`config.mk`:
```
export PLATFORM = sky130hd
export DESIGN_NAME = multicycle_adder
export DESIGN_NICKNAME = d
export VERILOG_FILES = /design/src/rtl/multicycle_adder.sv
export SDC_FILE = /design/constraint.sdc
export NUM_CORES = 1
export LEC_CHECK = 0
export ABC_AREA = 1
export CAP_MARGIN = 15
export CORE_MARGIN = 1
export CORE_UTILIZATION = 30
export CTS_BUF_LIST = sky130_fd_sc_hd__clkbuf_16
export DETAILED_ROUTE_END_ITERATION = 10
export PLACE_DENSITY = 0.5
export SLEW_MARGIN = 20
export SYNTH_ARGS = -nofsm -noshare
export SYNTH_HDL_FRONTEND = slang
export SYNTH_SLANG_ARGS = --single-unit
```
`constraint.sdc`:
```
create_clock -name clk -period 4.4 [get_ports clk]
set_input_delay 1.32 -clock clk [delete_from_list [all_inputs] [get_ports clk]]
set_output_delay 1.32 -clock clk [all_outputs]
set_load 0.005 [all_outputs]
```
`src/rtl/multicycle_adder.sv`:
```
// Serial adder: CHUNK bits of a+b+cin per cycle, LSB chunk first; result after WIDTH/CHUNK add cycles.
// Define MULTICYCLE_ADDER_SIGNED_OVF_EN to add the registered two's-complement overflow output ovf.
//
// state | meaning
// IDLE  | ready=1, waits for start, s holds the last completed result
// ADD   | one chunk of the latched operands added per edge
// DONE  | s carries the new result, valid pulses for one cycle
module multicycle_adder #(
    parameter int WIDTH = 8,
    parameter int CHUNK = 2
) (
    input  logic             clk,
    input  logic             rst,
    input  logic             start,
    input  logic [WIDTH-1:0] a,
    input  logic [WIDTH-1:0] b,
    input  logic             cin,
    output logic             ready,
    output logic             valid,
`ifdef MULTICYCLE_ADDER_SIGNED_OVF_EN
    output logic             ovf,
`endif
    output logic [WIDTH:0]   s
);

    localparam int N  = WIDTH / CHUNK;
    localparam int KW = (N > 1) ? $clog2(N) : 1;

    typedef enum logic [1:0] {
        IDLE,
        ADD,
        DONE
    } state_t;

    state_t           state;
    state_t           state_nx;
    logic [WIDTH-1:0] a_q;
    logic [WIDTH-1:0] b_q;
    logic [WIDTH-1:0] sum_q;
    logic [WIDTH-1:0] sum_nx;
    logic             carry_q;
    logic [KW-1:0]    k_q;
    logic             last_chunk;
    logic [31:0]      base;
    logic [CHUNK-1:0] a_chunk;
    logic [CHUNK-1:0] b_chunk;
    logic [CHUNK:0]   chunk_sum;
    logic [WIDTH-1:0] chunk_mask;

    always_ff @(posedge clk) begin
        if (rst) begin
            state <= IDLE;
        end else begin
            state <= state_nx;
        end
    end

    always_comb begin
        state_nx = state;
        ready    = 1'b0;
        valid    = 1'b0;
        case (state)
            IDLE: begin
                ready = 1'b1;
                if (start) begin
                    state_nx = ADD;
                end
            end
            ADD: begin
                if (last_chunk) begin
                    state_nx = DONE;
                end
            end
            DONE: begin
                valid    = 1'b1;
                state_nx = IDLE;
            end
            default: state_nx = IDLE;
        endcase
    end

    // Chunk k is taken and written back by shifting, so CHUNK == WIDTH needs no special case.
    always_comb begin
        base       = 32'(k_q) * CHUNK;
        last_chunk = (k_q == KW'(N - 1));
        a_chunk    = CHUNK'(a_q >> base);
        b_chunk    = CHUNK'(b_q >> base);
        chunk_sum  = {1'b0, a_chunk} + {1'b0, b_chunk} + {{CHUNK{1'b0}}, carry_q};
        chunk_mask = WIDTH'({CHUNK{1'b1}}) << base;
        sum_nx     = (sum_q & ~chunk_mask) | (WIDTH'(chunk_sum[CHUNK-1:0]) << base);
    end

    always_ff @(posedge clk) begin
        if (rst) begin
            a_q     <= '0;
            b_q     <= '0;
            sum_q   <= '0;
            carry_q <= 1'b0;
            k_q     <= '0;
            s       <= '0;
`ifdef MULTICYCLE_ADDER_SIGNED_OVF_EN
            ovf     <= 1'b0;
`endif
        end else begin
            case (state)
                IDLE: begin
                    if (start) begin
                        a_q     <= a;
                        b_q     <= b;
                        carry_q <= cin;
                        k_q     <= '0;
                    end
                end
                ADD: begin
                    sum_q   <= sum_nx;
                    carry_q <= chunk_sum[CHUNK];
                    k_q     <= k_q + KW'(1);
                    if (last_chunk) begin
                        s <= {chunk_sum[CHUNK], sum_nx};
`ifdef MULTICYCLE_ADDER_SIGNED_OVF_EN
                        // Same-sign operands giving a different-sign sum equals carry-in(MSB) ^ carry-out(MSB).
                        ovf <= ~(a_q[WIDTH-1] ^ b_q[WIDTH-1]) & (sum_nx[WIDTH-1] ^ a_q[WIDTH-1]);
`endif
                    end
                end
                default: ;
            endcase
        end
    end

endmodule
```
* After elaboration in Yosys (flattened, before gate mapping) *
Cells that the tools add are included.
Widths: inputs -> output; s select.

cells by class
  muxes and demuxes = 9
  equality and inequality tests = 5
  bitwise gates (word level) = 3
  $add $sub $neg = 3
  shift operators = 4
  reduce and logical (&&, ||, !) cells = 6

operator list
  kind                 count
  $shr 8x3->2          2
  $and 8x8->8          1
  $not 8->8            1
  $or 8x8->8           1
  $pmux 2 s2           2
  $reduce_and 2->1     4
  $shl 2x3->8          1
  $shl 2x3->8 const A  1
  $mux 2               3
  $eq 2x2->1 const B   2
  $ne 2x2->1 const B   2
  $add 2x2->3          1
  $add 3x1->3          1
  $mux 1               3
  $add 2x1->2 const B  1
  $eq 2x1->1 const B   1
  $logic_not 2->1      1
  $pmux 1 s2           1
  $reduce_bool 2->1    1

storage, ports and cells
  flip-flop bits (word level) = 38
  output and inout port bits = 11

* Longest topological paths before layout *
  depth after elaboration = 5
  depth in mapped cells = 10
  gate-level depth less buffers = 9

* Worst setup path after synthesis *
No wires, ideal clock.

  kind = reg2reg
  start point = reg k_q[0]
  end point = reg s[3]
  setup time = 0.116 ns
  arrival time = 2.102 ns
  cell stages (with the launch flop) = 11
  data required time = 4.284 ns
  path slack = 2.182 ns
  path through = dfxtp_1 > inv_1 > buf_2 > o21ai_0 > o22ai_1 > fa_1 > fa_1 > nand3_1 > o21ai_0 > nor2_1 > nor2_1

between the ends
  longest elaborated chain between the ends = 5
  elaborated cells on any way between the ends = 11

ends and longest elaborated chain
  item                            RTL line  source
  start: declaration              42        logic [KW-1:0] k_q;
  start signal: assignment        117       k_q <= k_q + KW'(1);
  $shr 8x3->2 (on tied branches)  86, 87
  $add 2x2->3                     88        chunk_sum = {1'b0, a_chunk} + {1'b0, b_chunk} + {{CHUNK{1'b0}}, carry_q};
  $add 3x1->3                     88
  $shl 2x3->8                     90        sum_nx = (sum_q & ~chunk_mask) | (WIDTH'(chunk_sum[CHUNK-1:0]) << base);
  $or 8x8->8                      90
  end signal: assignment          119       s <= {chunk_sum[CHUNK], sum_nx};
  end: declaration                23        output logic [WIDTH:0] s

Several ways; a longest one is shown, not always the timed one.
A chain may end at the register's enable or synchronous reset.

* Worst setup path after layout *
  start point = reg k_q[0]
  end point = reg s[5]

Same word-level chain as after synthesis.

==> results.cfg <==
[status]
status = completed

[finish]
areaGrowthSynthToFinish_pct = 29.2
fin_cells = 322
mostFrequentLayoutCell = nor2_1
multi_input_area_um2 = 776
register_area_um2 = 721
insertedDiodeCount = 0
drive_gt1_share_pct = 5.16
utilization_pct = 40.6
final_cell_mix = nor2_1 (63), o21ai_0 (40), dfxtp_1 (36), clkdlybuf4s50_1 (30), inv_1 (19)
nNetsFinal = 277
nFillCells = 567

[sta]
skew_ps = 4.88
hold-worst-slack_ps = 477
hold_violations = 0
setup_tns_ps = 0
rsz0062_at_grt = false
fmax_mhz = 344
drv_slew = 0
period_share_pct = 66.0
min_period_ps = 2910
tightest_slew_ps = 629
final-setup-viol-count = 0
worst_slack_ps = 1490
slew_headroom_pct = 58.0

[synth]
yosysSeqAreaShare_pct = 44.4
synthesis.nets = 250
avgSynthCellArea_um2 = 7.25
syn_inst = 224
yosysTopAreaCell = dfxtp_1
synth_area_mm2 = 0.00162
ys_ff_latch = 36
ys_warn_count = 0
ys_top_cells_by_area = dfxtp_1 (44%), nor2_1 (15%), o21ai_0 (12%)
synth_top_area_share_pct = 44.4
yosysUniqueCellTypes = 18

[clock_tree]
numCtsBuffers = 5
cts.htree.levels = 2
cts_resized = 0
path_clk_slew_ps = 60
clk_latency_ps = 280
ctsHoldBuffers = 0
clockBufferDepth = 2
cts.sinks = 36
cts_setup_buffers = 0
cts-root-buf = clkbuf_16
cts_tree = built

[drt]
drc = 0
ant_nets = 0
via_count = 1457
routed_wl_um = 3680
via_per_inst = 4.52
wl_per_cell_um = 11.4
drt_iter0_drc = 81
firstDrtPassIters = 4

[hold_path]
min-delay-start = b_q[3]
min_to = b_q[3]
holdCritPathClass = reg -> reg
holdPathStages = 2

[floorplan]
start_util_pct = 31.4
io_pins = 31
rows = 26
die_width_um = 75.6
die_area_mm2 = 0.00571
core_mm2 = 0.00517
chipHeight_um = 75.6

[grt]
gr-total-overflow = 0
grt_pass1_vias = 1310
grt_pass1_wl_um = 6200
grt_max_degree = 27
antenna_found_initial = 0
track_usage_pct = 14.8

[power_and_ir_drop]
powerDensity_mw_per_mm2 = 395
power.leakage_nw = 0.883
ir_drop_mv = 0.157

[placed_design]
dp_slack_ps = 1450
dp_hpwl_um = 2550
place_congestion = 0.812
port_buffers = 30
dp.cells = 314

[critical_path]
crit_arrival_ps = 3120
slowest_stage = dfxtp_1
crit_type = reg -> reg
cp_slowest_stage_delay_ps = 660
rr_startpoint = k_q[0]
worstPathCellList = inv_1 -> o21ai_0 -> o22ai_1 -> fa_1 -> fa_1 -> nand3_1 -> o21ai_0 -> nor2_1 -> nor2_1
rrSetupSlack_ps = 1490
required_ps = 4610
end_kind = flip-flop
crit_path_max_fanout = 16
worst_setup_path_start_kind = flip-flop
r2r_cells = 9
r2r-end = s[5]

[flow_run]
maxCapViolCount = 0
-- final cells by class --
cell class / instances / area share [%]
clock inverters: 3 / 0.656
well taps: 70 / 4.17
clock buffers: 5 / 5.96
flip-flops and latches: 36 / 34.3
repair buffers: 30 / 14.3
inverters: 20 / 3.58
multi-input cells: 158 / 37.0
-- Yosys cell counts, drive strengths merged --
cell    number
nand2       19
clkbuf       4
ha           4
inv         20
o21ai       40
o22ai        4
dfxtp       36
fa           2
o211ai       6
buf          6
nand3        8
nor2        67
a21oi        8
-- power breakdown --
| group | internal (mW) | total (mW) | switching [mW] |
|---|---|---|---|
| sequential | 0.347 | 0.361 | 0.0139 |
| combinational | 0.0566 | 0.132 | 0.0757 |
| clock | 0.205 | 0.335 | 0.130 |
-- how the worst max path moves through the flow --
stage	slack, ps	cells past startpoint	to	startpoint
finish	1490	9	s[5]	k_q[0]
global route	1140	9	s[5]	k_q[0]
CTS	1500	9	s[5]	k_q[0]
detailed placement	1450	4	a_q[1]	rst
global placement	1440	4	b_q[4]	rst
floorplan	2180	10	s[3]	k_q[0]
-- critical path: cells and delay by family (launching register included) --
family	cells	cell delay (ps)
compound gates	3	490
simple gates	3	300
buf+inv	1	380
flops	1	660
fa+ha+maj	2	1010
-- metal layers --
| metal | wire, µm | up-vias | track usage, % |
|---|---|---|---|
| met5 | 0 | - | 0 |
| met4 | 59 | 0 | 5.56 |
| met3 | 123 | 5 | 3.57 |
| met2 | 1550 | 28 | 22.2 |
| met1 | 1940 | 643 | 20.4 |
| li1 | - | 781 | - |
-- logic make-up after synthesis --
family / synth area share, %
flops: 44.4
simple gates: 23.1
buf+inv: 7.86
fa+ha+maj: 5.55
compound gates: 19.1
-- flip-flops by register name, summed over array words and instances (netlist names) --
register  flops
b_q           8
s             9
carry_q       1
sum_q         6
k_q           2
state         2
a_q           8
-- through the flow --
| step | power [mW] | cell area, µm² |
|---|---|---|
| 2_1_floorplan | 0.458 | 1620 |
| 3_3_place_gp | 0.502 | 1960 |
| 3_5_place_dp | 0.501 | 1960 |
| 4_1_cts | 0.840 | 2100 |
| 5_1_grt | 0.870 | 2100 |
| 6_report | 0.828 | 2100 |
No activity file was read; power rests on OpenSTA's default activity.
